<file path="config.mk">
export PLATFORM = sky130hd
export DESIGN_NAME = demux_stream_router_flat
export DESIGN_NICKNAME = d
export VERILOG_FILES = /design/src/rtl/demux_stream_router_pkg.sv /design/src/rtl/demux_stream_router_if.sv /design/src/rtl/demux_stream_router_decode.sv /design/src/rtl/demux_stream_router.sv /design/src/flat_wrapper.sv
export SDC_FILE = /design/constraint.sdc
export NUM_CORES = 1
export LEC_CHECK = 0
export ABC_CLOCK_PERIOD_IN_PS = 2800
export BUFFER_PORTS_ARGS = -buffer_cell sky130_fd_sc_hd__buf_2
export CORE_MARGIN = 2
export CORE_UTILIZATION = 44
export CTS_BUF_LIST = sky130_fd_sc_hd__clkbuf_2 sky130_fd_sc_hd__clkbuf_4 sky130_fd_sc_hd__clkbuf_8
export DETAILED_ROUTE_END_ITERATION = 7
export PLACE_DENSITY = 0.83
export SYNTH_ARGS = -nofsm -noshare
export SYNTH_HDL_FRONTEND = slang
export SYNTH_SLANG_ARGS = --single-unit
</file>
<file path="constraint.sdc">
create_clock -name clk_i -period 2.8 [get_ports clk_i]
set_input_delay 0.28 -clock clk_i [delete_from_list [all_inputs] [get_ports clk_i]]
set_output_delay 0.28 -clock clk_i [all_outputs]
set_load 0.02 [all_outputs]
</file>
<file path="src/rtl/demux_stream_router_pkg.sv">
// Shared constants and the onehot helper used by the stream router and
// by any decoder that needs a range-checked onehot of a channel index.
package demux_stream_pkg;

    localparam int MAX_OUT   = 64;
    localparam int MAX_SEL_W = 6;

    // InBcast encoding
    localparam logic MODE_UNICAST = 1'b0;
    localparam logic MODE_BCAST   = 1'b1;

    // Returns {valid, mask}: mask is onehot(sel) when sel < n, else all zero
    // with valid cleared. Width is fixed at MAX_OUT; callers slice to size.
    function automatic logic [MAX_OUT:0] f_onehot(input logic [MAX_SEL_W-1:0] sel,
                                                  input int unsigned          n);
        logic [MAX_OUT-1:0] mask;
        logic               valid;
        mask  = '0;
        valid = 1'b0;
        if (32'(sel) < n) begin
            mask[sel] = 1'b1;
            valid     = 1'b1;
        end
        return {valid, mask};
    endfunction

endpackage

</file>
<file path="src/rtl/demux_stream_router_if.sv">
// Handshake bundle between a stream source and the router, plus the
// router's status outputs. slave = router side, master = source side.
interface demux_stream_router_if #(
    parameter int NUM_OUT = 16,
    parameter int DATA_W  = 8,
    parameter int CNT_W   = 16
);
    localparam int SEL_W = $clog2(NUM_OUT);

    logic                      enable;
    logic                      in_valid;
    logic                      in_ready;
    logic [DATA_W-1:0]         in_data;
    logic [SEL_W-1:0]          in_sel;
    logic                      in_bcast;
    logic [NUM_OUT-1:0]        bcast_mask;
    logic [NUM_OUT-1:0]        out_valid;
    logic [NUM_OUT-1:0]        out_ready;
    logic [NUM_OUT*DATA_W-1:0] out_data;
    logic                      busy;
    logic                      sel_err;
    logic [CNT_W-1:0]          drop_count;

    modport slave (
        input  enable, in_valid, in_data, in_sel, in_bcast, bcast_mask, out_ready,
        output in_ready, out_valid, out_data, busy, sel_err, drop_count
    );

    modport master (
        output enable, in_valid, in_data, in_sel, in_bcast, bcast_mask, out_ready,
        input  in_ready, out_valid, out_data, busy, sel_err, drop_count
    );
endinterface

</file>
<file path="src/rtl/demux_stream_router_decode.sv">
// Combinational channel decoder: index -> onehot plus out-of-range flag.
// Out-of-range can only occur when NUM_OUT is not a power of two.
module demux_onehot_decode
    import demux_stream_pkg::*;
#(
    parameter int NUM_OUT = 16,
    parameter int SEL_W   = $clog2(NUM_OUT)
) (
    input  logic [SEL_W-1:0]   sel_i,
    output logic [NUM_OUT-1:0] onehot_o,
    output logic               oor_o
);
    logic [MAX_OUT:0] dec;

    assign dec      = f_onehot(MAX_SEL_W'(sel_i), NUM_OUT);
    assign onehot_o = dec[NUM_OUT-1:0];

    generate
        if (NUM_OUT < MAX_OUT) begin : g_pad
            // Bits above NUM_OUT are always zero; folding them in keeps the
            // whole helper result consumed without changing the flag.
            assign oor_o = ~dec[MAX_OUT] | (|dec[MAX_OUT-1:NUM_OUT]);
        end else begin : g_full
            assign oor_o = ~dec[MAX_OUT];
        end
    endgenerate
endmodule

</file>
<file path="src/rtl/demux_stream_router.sv">
// Registered 1-to-NUM_OUT stream router. One word is held until every
// addressed channel has taken it; a new word may be accepted in the same
// cycle the last outstanding channel completes (OutReady -> InReady is
// combinational on purpose, giving one word per cycle).
module demux_stream_router
    import demux_stream_pkg::*;
#(
    parameter int NUM_OUT = 16,
    parameter int DATA_W  = 8,
    parameter int CNT_W   = 16
) (
    input  logic                  clk_i,
    input  logic                  rst_i,
    demux_stream_router_if.slave  bus
);
    localparam int SEL_W = $clog2(NUM_OUT);

    logic [NUM_OUT-1:0] pending_q, pending_d;
    logic [DATA_W-1:0]  held_q, held_d;
    logic               sel_err_q, sel_err_d;
    logic [CNT_W-1:0]   drop_q, drop_d;

    logic [NUM_OUT-1:0] uni_mask;
    logic [NUM_OUT-1:0] new_mask;
    logic               sel_oor;
    logic               last;
    logic               in_ready;
    logic               accept;
    logic               drop;

    demux_onehot_decode #(
        .NUM_OUT (NUM_OUT),
        .SEL_W   (SEL_W)
    ) u_dec (
        .sel_i    (bus.in_sel),
        .onehot_o (uni_mask),
        .oor_o    (sel_oor)
    );

    // Every still-pending channel completes this cycle
    assign last     = ((pending_q & ~bus.out_ready) == '0);
    assign in_ready = bus.enable & ~rst_i & last;
    assign accept   = bus.in_valid & in_ready;
    assign new_mask = (bus.in_bcast == MODE_BCAST) ? bus.bcast_mask : uni_mask;
    // An accepted word with no destination is discarded and counted
    assign drop     = accept & (new_mask == '0);

    // Next state: retire handshaked channels, or replace with a new word
    always_comb begin
        pending_d = pending_q & ~bus.out_ready;
        held_d    = held_q;
        sel_err_d = accept & (bus.in_bcast == MODE_UNICAST) & sel_oor;
        drop_d    = drop_q;
        if (accept) begin
            pending_d = new_mask;
            held_d    = bus.in_data;
        end
        if (drop && (drop_q != '1)) begin
            drop_d = drop_q + 1'b1;
        end
    end

    // State registers with synchronous reset; reset discards the held word
    always_ff @(posedge clk_i) begin
        if (rst_i) begin
            pending_q <= '0;
            held_q    <= '0;
            sel_err_q <= 1'b0;
            drop_q    <= '0;
        end else begin
            pending_q <= pending_d;
            held_q    <= held_d;
            sel_err_q <= sel_err_d;
            drop_q    <= drop_d;
        end
    end

    // Outputs are masked while reset is asserted so nothing leaks that cycle
    generate
        for (genvar i = 0; i < NUM_OUT; i++) begin : g_ch
            assign bus.out_valid[i] = pending_q[i] & ~rst_i;
            assign bus.out_data[i*DATA_W +: DATA_W] =
                (pending_q[i] & ~rst_i) ? held_q : '0;
        end
    endgenerate

    assign bus.in_ready   = in_ready;
    assign bus.busy       = (|pending_q) & ~rst_i;
    assign bus.sel_err    = sel_err_q;
    assign bus.drop_count = drop_q;

endmodule

</file>
<file path="src/flat_wrapper.sv">
// flat-port wrapper written by rule: the top's interface ports become plain ports
module demux_stream_router_flat import demux_stream_pkg::*;
#(
    parameter int NUM_OUT = 16,
    parameter int DATA_W  = 8,
    parameter int CNT_W   = 16
)
  (clk_i, rst_i, bus_enable, bus_in_valid, bus_in_data, bus_in_sel, bus_in_bcast, bus_bcast_mask, bus_out_ready, bus_in_ready, bus_out_valid, bus_out_data, bus_busy, bus_sel_err, bus_drop_count);
  demux_stream_router_if #(.NUM_OUT(NUM_OUT), .DATA_W(DATA_W), .CNT_W(CNT_W)) bus_i ();
  input  logic clk_i;
  input  logic rst_i;
  input wire logic [$bits(bus_i.enable)-1:0] bus_enable;
  input wire logic [$bits(bus_i.in_valid)-1:0] bus_in_valid;
  input wire logic [$bits(bus_i.in_data)-1:0] bus_in_data;
  input wire logic [$bits(bus_i.in_sel)-1:0] bus_in_sel;
  input wire logic [$bits(bus_i.in_bcast)-1:0] bus_in_bcast;
  input wire logic [$bits(bus_i.bcast_mask)-1:0] bus_bcast_mask;
  input wire logic [$bits(bus_i.out_ready)-1:0] bus_out_ready;
  output wire logic [$bits(bus_i.in_ready)-1:0] bus_in_ready;
  output wire logic [$bits(bus_i.out_valid)-1:0] bus_out_valid;
  output wire logic [$bits(bus_i.out_data)-1:0] bus_out_data;
  output wire logic [$bits(bus_i.busy)-1:0] bus_busy;
  output wire logic [$bits(bus_i.sel_err)-1:0] bus_sel_err;
  output wire logic [$bits(bus_i.drop_count)-1:0] bus_drop_count;
  assign bus_i.enable = bus_enable;
  assign bus_i.in_valid = bus_in_valid;
  assign bus_i.in_data = bus_in_data;
  assign bus_i.in_sel = bus_in_sel;
  assign bus_i.in_bcast = bus_in_bcast;
  assign bus_i.bcast_mask = bus_bcast_mask;
  assign bus_i.out_ready = bus_out_ready;
  assign bus_in_ready = bus_i.in_ready;
  assign bus_out_valid = bus_i.out_valid;
  assign bus_out_data = bus_i.out_data;
  assign bus_busy = bus_i.busy;
  assign bus_sel_err = bus_i.sel_err;
  assign bus_drop_count = bus_i.drop_count;
  demux_stream_router #(.NUM_OUT(NUM_OUT), .DATA_W(DATA_W), .CNT_W(CNT_W)) u_core (.clk_i(clk_i), .rst_i(rst_i), .bus(bus_i));
endmodule
</file>
# After elaboration in Yosys (flattened, before gate mapping)
# Cells that the tools add are included.
classes:
  n_addsub: 1
  mul: 0
  div: 0
  order_cmp: 2
  eq_ne: 1
  shift: 0
  mux: 20
  bitwise: 24
  reduce_logical: 5
ops:
  columns: ["cell", "n"]
  rows:
  - ["$mux W8", 16]
  - ["$logic_not A16 Y1", 2]
  - ["$mux W16", 2]
  - ["$and A1 B1 Y1", 21]
  - ["$add A16 B1 Y16 const B", 1]
  - ["$and A16 B16 Y16", 1]
  - ["$ne A16 B16 Y1 const B", 1]
  - ["$not A16 Y16", 1]
  - ["$reduce_or A16 Y1", 1]
  - ["$lt A4 B7 Y1 const B", 1]
  - ["$demux W1 S4", 1]
  - ["$ge A4 B1 Y1 const B", 1]
  - ["$logic_and A1 B1 Y1", 2]
  - ["$mux W1", 1]
  - ["$not A1 Y1", 1]
totals:
  ff_bits: 40
  latchBits: 0
  mem_bits_rw: 0
  mem_bits_ro: 0
  in_bits: 49
  output_inout_bits: 163
  word_cells: 56
  mem_count: 0

# Depth between registers and ports, before layout
# Gate-level depths: netlist (run 1).
logic_depth:
  word_depth: 8
  depth_mapped: 10
  mapped_depth_nobuf: 7

# Hierarchy
# Synthesis (run 1) repeated with hierarchy kept, for this count alone.
hier_totals:
  hier_cells: 438
  area_unflattened_um2: 3383.2
modules_own_cells:
  columns: ["module", "n_inst", "cells_per_inst", "area_each_um2"]
  rows:
  - ["demux_stream_router", 1, 416, 3145.5]
  - ["demux_onehot_decode", 1, 22, 237.7]

# Worst setup path before layout (run 1)
# No wires, ideal clock.
synth_path:
  path_type: "in2reg"
  startpoint: "in bus_bcast_mask[3]"
  endpoint: "reg u_core.drop_q[9], in the netlist u_core.bus.drop_count[9]"
  setup_time_ps: 123
  arrival_ps: 1942
  required_time_ps: 2677
  path_slack_ps: 735
  cell_stages: 6
  path_buffers: 0
  path_cell_list: "or4_1 o32ai_1 and4bb_1 nand4_4 nor4b_1 mux2_1"
synth_between:
  elab_chain_len: 4
synth_rtl:
  columns: ["item", "line", "text"]
  rows:
  - ["start, declared", "flat_wrapper.sv:17", "input wire logic [$bits(bus_i.bcast_mask)-1:0] bus_bcast_mask;"]
  - ["$mux W16", "demux_stream_router.sv:44", "assign new_mask = (bus.in_bcast == MODE_BCAST) ? bus.bcast_mask : uni_mask;"]
  - ["$logic_not A16 Y1", "demux_stream_router.sv:46", "assign drop = accept & (new_mask == '0);"]
  - ["$and A1 B1 Y1", "demux_stream_router.sv:46", null]
  - ["$logic_and A1 B1 Y1", "demux_stream_router.sv:58", "if (drop && (drop_q != '1)) begin"]
  - ["end signal, assigned", "demux_stream_router.sv:74", "drop_q <= drop_d;"]
  - ["end, declared", "demux_stream_router.sv:21", "logic [CNT_W-1:0] drop_q, drop_d;"]
# Every way passes these cells.
# A chain may end at the register's enable or synchronous reset.

# Worst setup path in the final report (run 1)
# Same ends and word-level chain as after synthesis.

==> metrics, run 1 <==
final critical-path required period 2.181 ns; number of global-route vias before repair 3499; Slew Viols, Final 0; Max VDD drop 0.2217 mV; CTS max path bufs 2; post-route cell area around 0.0044 mm^2; kind of critical path primary input to register; Ys Warns 0; Slew HR 48.51%; Leakage 2.325 nW; CP startpoint kind primary input; final period utilization 77.88%; row count 31; GR Util All Layers between 20% and 30%; P per Cell Area 284.4 mW/mm^2; Syn Nets 505; Ant. Diodes 0; Core ar. 0.007176 mm^2; Via density 5.211; hold path start bus_in_data[1]; worst path required time 2.98 ns; initial antenna violation count 0; crit-path max cell delay 0.54 ns; r2r setup slk about 0.63 ns; largest net degree at the start of global routing 42; die area 0.008056 mm^2; Synth Flop Type dfxtp_1; Fin Setup TNS 0 ns; Post-DRT Antenna Nets 0; most common cell after layout, fill and taps aside buf_2; TritonCTS clock tree done; worst flop-to-flop path endpoint u_core.bus.drop_count[9]$_SDFFE_PP0P_; CTS root buffer clkbuf_8; RSZ-0062 raised after global routing no; grt ovf 0; Mean Syn Cell Area 7.111 um^2; insertion delay to the later sink of the worst-skew pair 0.29 ns; multi-input logic area 0.002223 mm^2; CTS buffer count 5; crit path capture u_core.bus.drop_count[9]$_SDFFE_PP0P_; placed inst area roughly 0.0043 mm^2; layout cells sized above 1 35.80%; Reg2Reg Depth 7; Critical Path Source bus_bcast_mask[3]; clk_skew between 0.004 and 0.005 ns; f_max 458.6 MHz; via count around 3.8k; final hold vios 0; storage element area 800.8 um^2; Reg clk slew, reported paths 0.07 ns; Async SR Flop Fraction 0%; # fillers ~660; RR Startpoint u_core.bus.drop_count[0]$_SDFFE_PP0P_; setup repair bufs after CTS 0; DRC 0; max-cap viol count 0; commonest non-fill, non-tap cells in the layout buf_2, and2_1, nand2_1; Worst Hold Class primary input to register; detailed placement HPWL 8831 um; WL final approximately 11000 um; Slew @ Worst Pin roughly 0.76 ns; # nets final ~680; synth unique cells 52; final setup fails 0; CP Capture Type register; drt first pass iters 4; register area share after synthesis 24.75%; critical path arrival 2.36 ns; Placer Congestion about 0.92; Die Y around 90 um; crit-path max FO 22; H-Tree Depth 2; DR WL/cell 15.31 um; initial core utilization 45.09%; P&R area growth vs syn 34.96%; crit path cell chain buf_2 > or4_1 > o32ai_1 > and4bb_1 > nand4_4 > nor4b_1 > mux2_1; Die X-Extent 89.76 um; PostCTS Resize Cnt 0; # hold bufs at CTS 0; Seq cells post-synth 40; port bufs 210; number of enable flip-flop cells after synthesis 0; Cell Area, Synth ~0.0032 mm^2; clock sink count 40; 1st-iter DRT viols around 170; global-route wire length before repair 17630 um; status completed; CP max-delay cell or4_1; Ports roughly 210; synthesized instance count roughly 460
cell usage after synthesis, types with 7 or more instances:
library cell | count | area, um^2
and2_1 | 129 | 807.0
nand2_1 | 50 | 187.7
dfxtp_1 | 40 | 800.8
clkbuf_1 | 32 | 120.1
a21oi_1 | 27 | 135.1
nand2b_1 | 21 | 131.4
nor2_1 | 19 | 71.32
nor2b_1 | 17 | 106.4
o31ai_1 | 10 | 75.07
mux2i_1 | 9 | 90.09
nand4_1 | 9 | 56.30
nand3_1 | 8 | 40.04
o21ai_1 | 7 | 35.03
or3_1 | 7 | 43.79
critical path: cells and delay by family:
| kind | cells | cell delay (ns) |
|---|---|---|
| multiplexers | 1 | 0.36 |
| AND/OR/NAND/NOR | 4 | 1.47 |
| buffers and inverters | 1 | 0.10 |
| AO/OA/AOI/OAI | 1 | 0.16 |
area by class of cell:
cell class | instances | share of cell area, %
Multi-Input combinational cell | 366 | 50.92
Timing Repair Buffer | 215 | 24.93
Sequential cell | 40 | 18.34
Tap cell | 99 | 2.837
Clock buffer | 6 | 1.748
Clock inverter | 2 | 0.8023
Inverter | 5 | 0.4298
through the flow:
stage | worst slack, ns | hold slack, ns | util (%) | std cells | total power [W]
after global placement | 0.3612 | 0.4957 | 59.30 | 725 | 0.0007788
after floorplan | 0.7348 | 0.4272 | - | 455 | 0.0007116
after detailed placement | 0.3060 | 0.5132 | 59.30 | 725 | 0.0007822
final | 0.6194 | 0.2289 | 60.85 | 733 | 0.001242
after global routing | 0.3578 | 0.2311 | 60.85 | 733 | 0.001290
after CTS | 0.6047 | 0.2248 | 60.85 | 733 | 0.001245
flip-flops by register name, indices dropped and copies added, names as in the netlist:
| name | cells |
|---|---|
| u_core.pending_q | 16 |
| u_core.held_q | 8 |
| u_core.bus.drop_count | 16 |
report_power, final:
part           internal (W)  total, W  switching [W]
Sequential         0.000577  0.000598      0.0000217
Combinational     0.0000709  0.000174       0.000103
Clock              0.000274  0.000470       0.000196
worst min path at each step:
stage / to / slack [ns] / depth (start not counted)
after floorplan: u_core.held_q[4]$_SDFFE_PP0N_ / 0.43 / 2
after global placement: u_core.bus.drop_count[10]$_SDFFE_PP0P_ / 0.50 / 2
after detailed placement: u_core.bus.drop_count[8]$_SDFFE_PP0P_ / 0.51 / 2
after CTS: u_core.held_q[1]$_SDFFE_PP0N_ / 0.22 / 3
after global routing: u_core.held_q[1]$_SDFFE_PP0N_ / 0.23 / 3
final: u_core.held_q[1]$_SDFFE_PP0N_ / 0.23 / 3
cells by family after synthesis:
group           Yosys count  share of synthesized area (%)
simple gates            290                          52.32
compound gates           62                          12.22
buf+inv                  49                          6.535
flops                    40                          24.75
mux                      10                          3.132
xor+xnor                  2                         0.5415
fa+ha+maj                 1                         0.3866
other cells               1                         0.1159
layer usage:
| layer | GRT usage (%) | wire [um] | share of wire [%] | vias to the layer above |
|---|---|---|---|---|
| met5 | 0 | 0 | 0 | - |
| met4 | 7.436 | 235 | 2.1 | 0 |
| met3 | 4.023 | 625 | 5.6 | 20 |
| met2 | 49.43 | 5806 | 52 | 145 |
| met1 | 30.77 | 4556 | 41 | 1779 |
| li1 | - | - | - | 1876 |
Note: power is estimated with default switching activity, not from simulation.
==> run 2, diff against run 1 <==
--- a/config.mk
+++ b/config.mk
@@ -5,7 +5,8 @@
 export SDC_FILE = /design/constraint.sdc
 export NUM_CORES = 1
 export LEC_CHECK = 0
-export ABC_CLOCK_PERIOD_IN_PS = 2800
+export ABC_AREA = 1
+export ABC_CLOCK_PERIOD_IN_PS = 2200
 export BUFFER_PORTS_ARGS = -buffer_cell sky130_fd_sc_hd__buf_2
 export CORE_MARGIN = 2
 export CORE_UTILIZATION = 44
==> constraint.sdc (replaced) <==
create_clock -name clk_i -period 2.2 [get_ports clk_i]
set_input_delay 0.22 -clock clk_i [delete_from_list [all_inputs] [get_ports clk_i]]
set_output_delay 0.22 -clock clk_i [all_outputs]
set_load 0.02 [all_outputs]
==> metrics, run 2 <==
Slew Viols, Final 0 (unchanged); Syn Nets 685 (+36%); Max VDD drop 0.3416 mV (+54%); WL final 12110 um (+7.9%); initial core utilization 45.13% (about the same); f_max 542.0 MHz; clock network power share 36.4% (-1.4 points); Fin Setup TNS 0 ns (unchanged); Reg clk slew, reported paths 0.09 ns (+0.02 ns); PostCTS Resize Cnt 0 (unchanged); Slew @ Worst Pin 0.6107 ns (-0.1517 ns); cell count after placement 927 (+28%); layout cells sized above 1 28.16% (-7.6 points); clk_skew 0.009904 ns (+0.004927 ns); initial antenna violation count 0 (unchanged); number of enable flip-flop cells after synthesis 0 (unchanged); Synth Flop Type dfxtp_1; Seq cells post-synth 40 (unchanged); Worst Hold Class primary input to register; final setup fails 0 (unchanged); Mean Syn Cell Area 5.127 um^2 (-28%); WHS 0.1989 ns (-0.02992 ns); CP startpoint kind register; # hold bufs at CTS 0 (unchanged); H-Tree Depth 2 (unchanged); clock sink count 40 (unchanged); Ant. Diodes 0 (unchanged); most frequent cell on the critical path nor2_1; CP Capture Type register; crit-path max FO 6 (-73%); RSZ-0062 raised after global routing no; global-route wire length before repair 19330 um (+9.6%); register area share after synthesis 24.60% (-0.15 points); crit-path max cell delay 0.41 ns (-0.13 ns); die area 0.008104 mm^2 (+0.59%); dominant cell type by area after synthesis nor2_1; number of global-route vias before repair 4095 (+17%); Leakage 2.497 nW (+7.4%); commonest non-fill, non-tap cells in the layout nor2_1, buf_2, nand2_1; detailed placement HPWL 9531 um (+7.9%); P&R area growth vs syn 37.97%; final core occ 62.26% (+1.4 points); CTS max path bufs 2 (unchanged); Switch Pwr 0.0005230 W (+63%); post-synth top area share 29.98% (+5.0 points); CP max-delay cell dfxtp_1; CP Buf/Inv Count 1 (unchanged); Internal 0.001182 W (+28%); Ys Warns 0 (unchanged); via count 4596 (+20%); max-cap viol count 0 (unchanged); Cell Area, Synth 0.003256 mm^2 (+0.62%); # nets final 887 (+30%); Core ar. 0.007214 mm^2 (+0.54%); GR Util All Layers 28.18% (+1.9 points); Die X-Extent 90.02 um (+0.30%); port bufs 210 (unchanged); TritonCTS clock tree done; Ports 212 (unchanged); DR WL/cell 12.92 um (-16%); crit path cell chain ha_1 > nand2_1 > nor2_1 > nand4_1 > nand3b_1 > nor2_1 > inv_1 > nor2_1 > nor2_1 > nor2_1; insertion delay to the later sink of the worst-skew pair 0.30 ns (about the same); most common cell after layout, fill and taps aside nor2_1; setup repair bufs after CTS 0 (unchanged); CTS root buffer clkbuf_8; Via density 4.905 (-5.9%); final critical-path required period around 1.8 ns; synth cell count leaders nor2_1, nand2_1, inv_1; top-count cell post-synth nor2_1; drt first pass iters 5 (+1); # fillers 765 (+16%); Synth area leaders nor2_1, dfxtp_1, nand2_1; status completed; CP delay by family, top simple AND/OR/NAND/NOR gates; combinational power share 19.9% (+5.9 points); largest net degree at the start of global routing 32 (-24%); final period utilization 83.87%; Async SR Flop Fraction 0% (unchanged); kind of critical path register to register; Die Y 90.02 um (+0.30%); synthesized instance count 635 (+40%); worst path required time 2.39 ns (-0.59 ns); row count 31 (unchanged); switching share of total power 30.67% (+4.9 points); 1st-iter DRT viols 313 (+82%); Slew HR 59.03% (+11 points); P per Cell Area 379.6 mW/mm^2 (+33%); CTS buffer count 5 (unchanged); critical path arrival 2.04 ns (-0.32 ns); DRC 0 (unchanged); Placer Congestion 1.004 (+9.0%); Pwr Total 0.001705 W (+37%); Post-DRT Antenna Nets 0 (unchanged); Non-Filler Instances 937 (+28%); synth unique cells 29 (-44%); final hold vios 0 (unchanged); grt ovf 0 (unchanged); sequential fraction of design power 43.7% (-4.5 points)
-- run 2: logic make-up (layout without fill, tap and decap cells) --
group | count (synthesis) | after routing | share of synthesized area [%]
buf+inv | 118 | 321 | 14.33
simple gates | 424 | 424 | 52.42
fa+ha+maj | 1 | 1 | 0.3843
xor+xnor | 1 | 1 | 0.2691
flops | 40 | 40 | 24.60
compound gates | 50 | 50 | 7.878
other cells | 1 | 1 | 0.1152
-- run 2: metrics by stage --
step,cell area (um^2),setup WS [ns]
3_3_place_gp,4362,0.2064
4_1_cts,4477,0.2104
5_1_grt,4492,0.1688
6_report,4492,0.3549
3_5_place_dp,4362,0.1291
2_1_floorplan,3256,0.3894
-- run 2: metal layers --
| layer | wire, um | global-route usage [%] | vias up | part of all wire, % |
|---|---|---|---|---|
| met5 | 0 | 0 | - | 0 |
| met3 | 754 | 3.353 | 23 | 6.2 |
| li1 | - | - | 2316 | - |
| met2 | 6239 | 53.01 | 210 | 52 |
| met1 | 4839 | 33.30 | 2047 | 40 |
| met4 | 273 | 8.333 | 0 | 2.3 |
-- run 2: worst paths after layout --
kind	slack, ns	endpoint	start	cells past startpoint
worst max-delay path	0.35	u_core.bus.drop_count[13]$_SDFFE_PP0P_	u_core.bus.drop_count[0]$_SDFFE_PP0P_	10
worst min-delay path	0.20	u_core.pending_q[5]$_SDFF_PP0_	bus_out_ready[5]	4
worst max register to register	0.35	u_core.bus.drop_count[13]$_SDFFE_PP0P_	u_core.bus.drop_count[0]$_SDFFE_PP0P_	10
worst min register to register	0.51	u_core.pending_q[5]$_SDFF_PP0_	u_core.pending_q[5]$_SDFF_PP0_	2
-- run 2: cell type report --
cell class                 count  area (um^2)  share of cell area (%)
multi-input combinational    477         1988                   44.26
tap                           99        123.9                   2.758
inverter                      96        360.3                   8.022
timing repair buffer         217         1104                   24.57
sequential                    40        800.8                   17.83
clock buffer                   5        68.82                   1.532
clock inverter                 3        46.29                   1.031
-- run 2: worst min-delay path, cell delays in order --
cell and delay [ns]:
buf_2 0.08, inv_1 0.03, nand2_1 0.06, a21oi_1 0.06
-- run 2: power by group through the flow --
stage / Clock [W] / Sequential [W] / Combinational (W)
after global routing: 0.000655 / 0.000746 / 0.000380
after floorplan: 0 / 0.000760 / 0.000220
after CTS: 0.000622 / 0.000745 / 0.000338
after global placement: 0 / 0.000762 / 0.000332
final: 0.000620 / 0.000745 / 0.000340
after detailed placement: 0 / 0.000762 / 0.000337
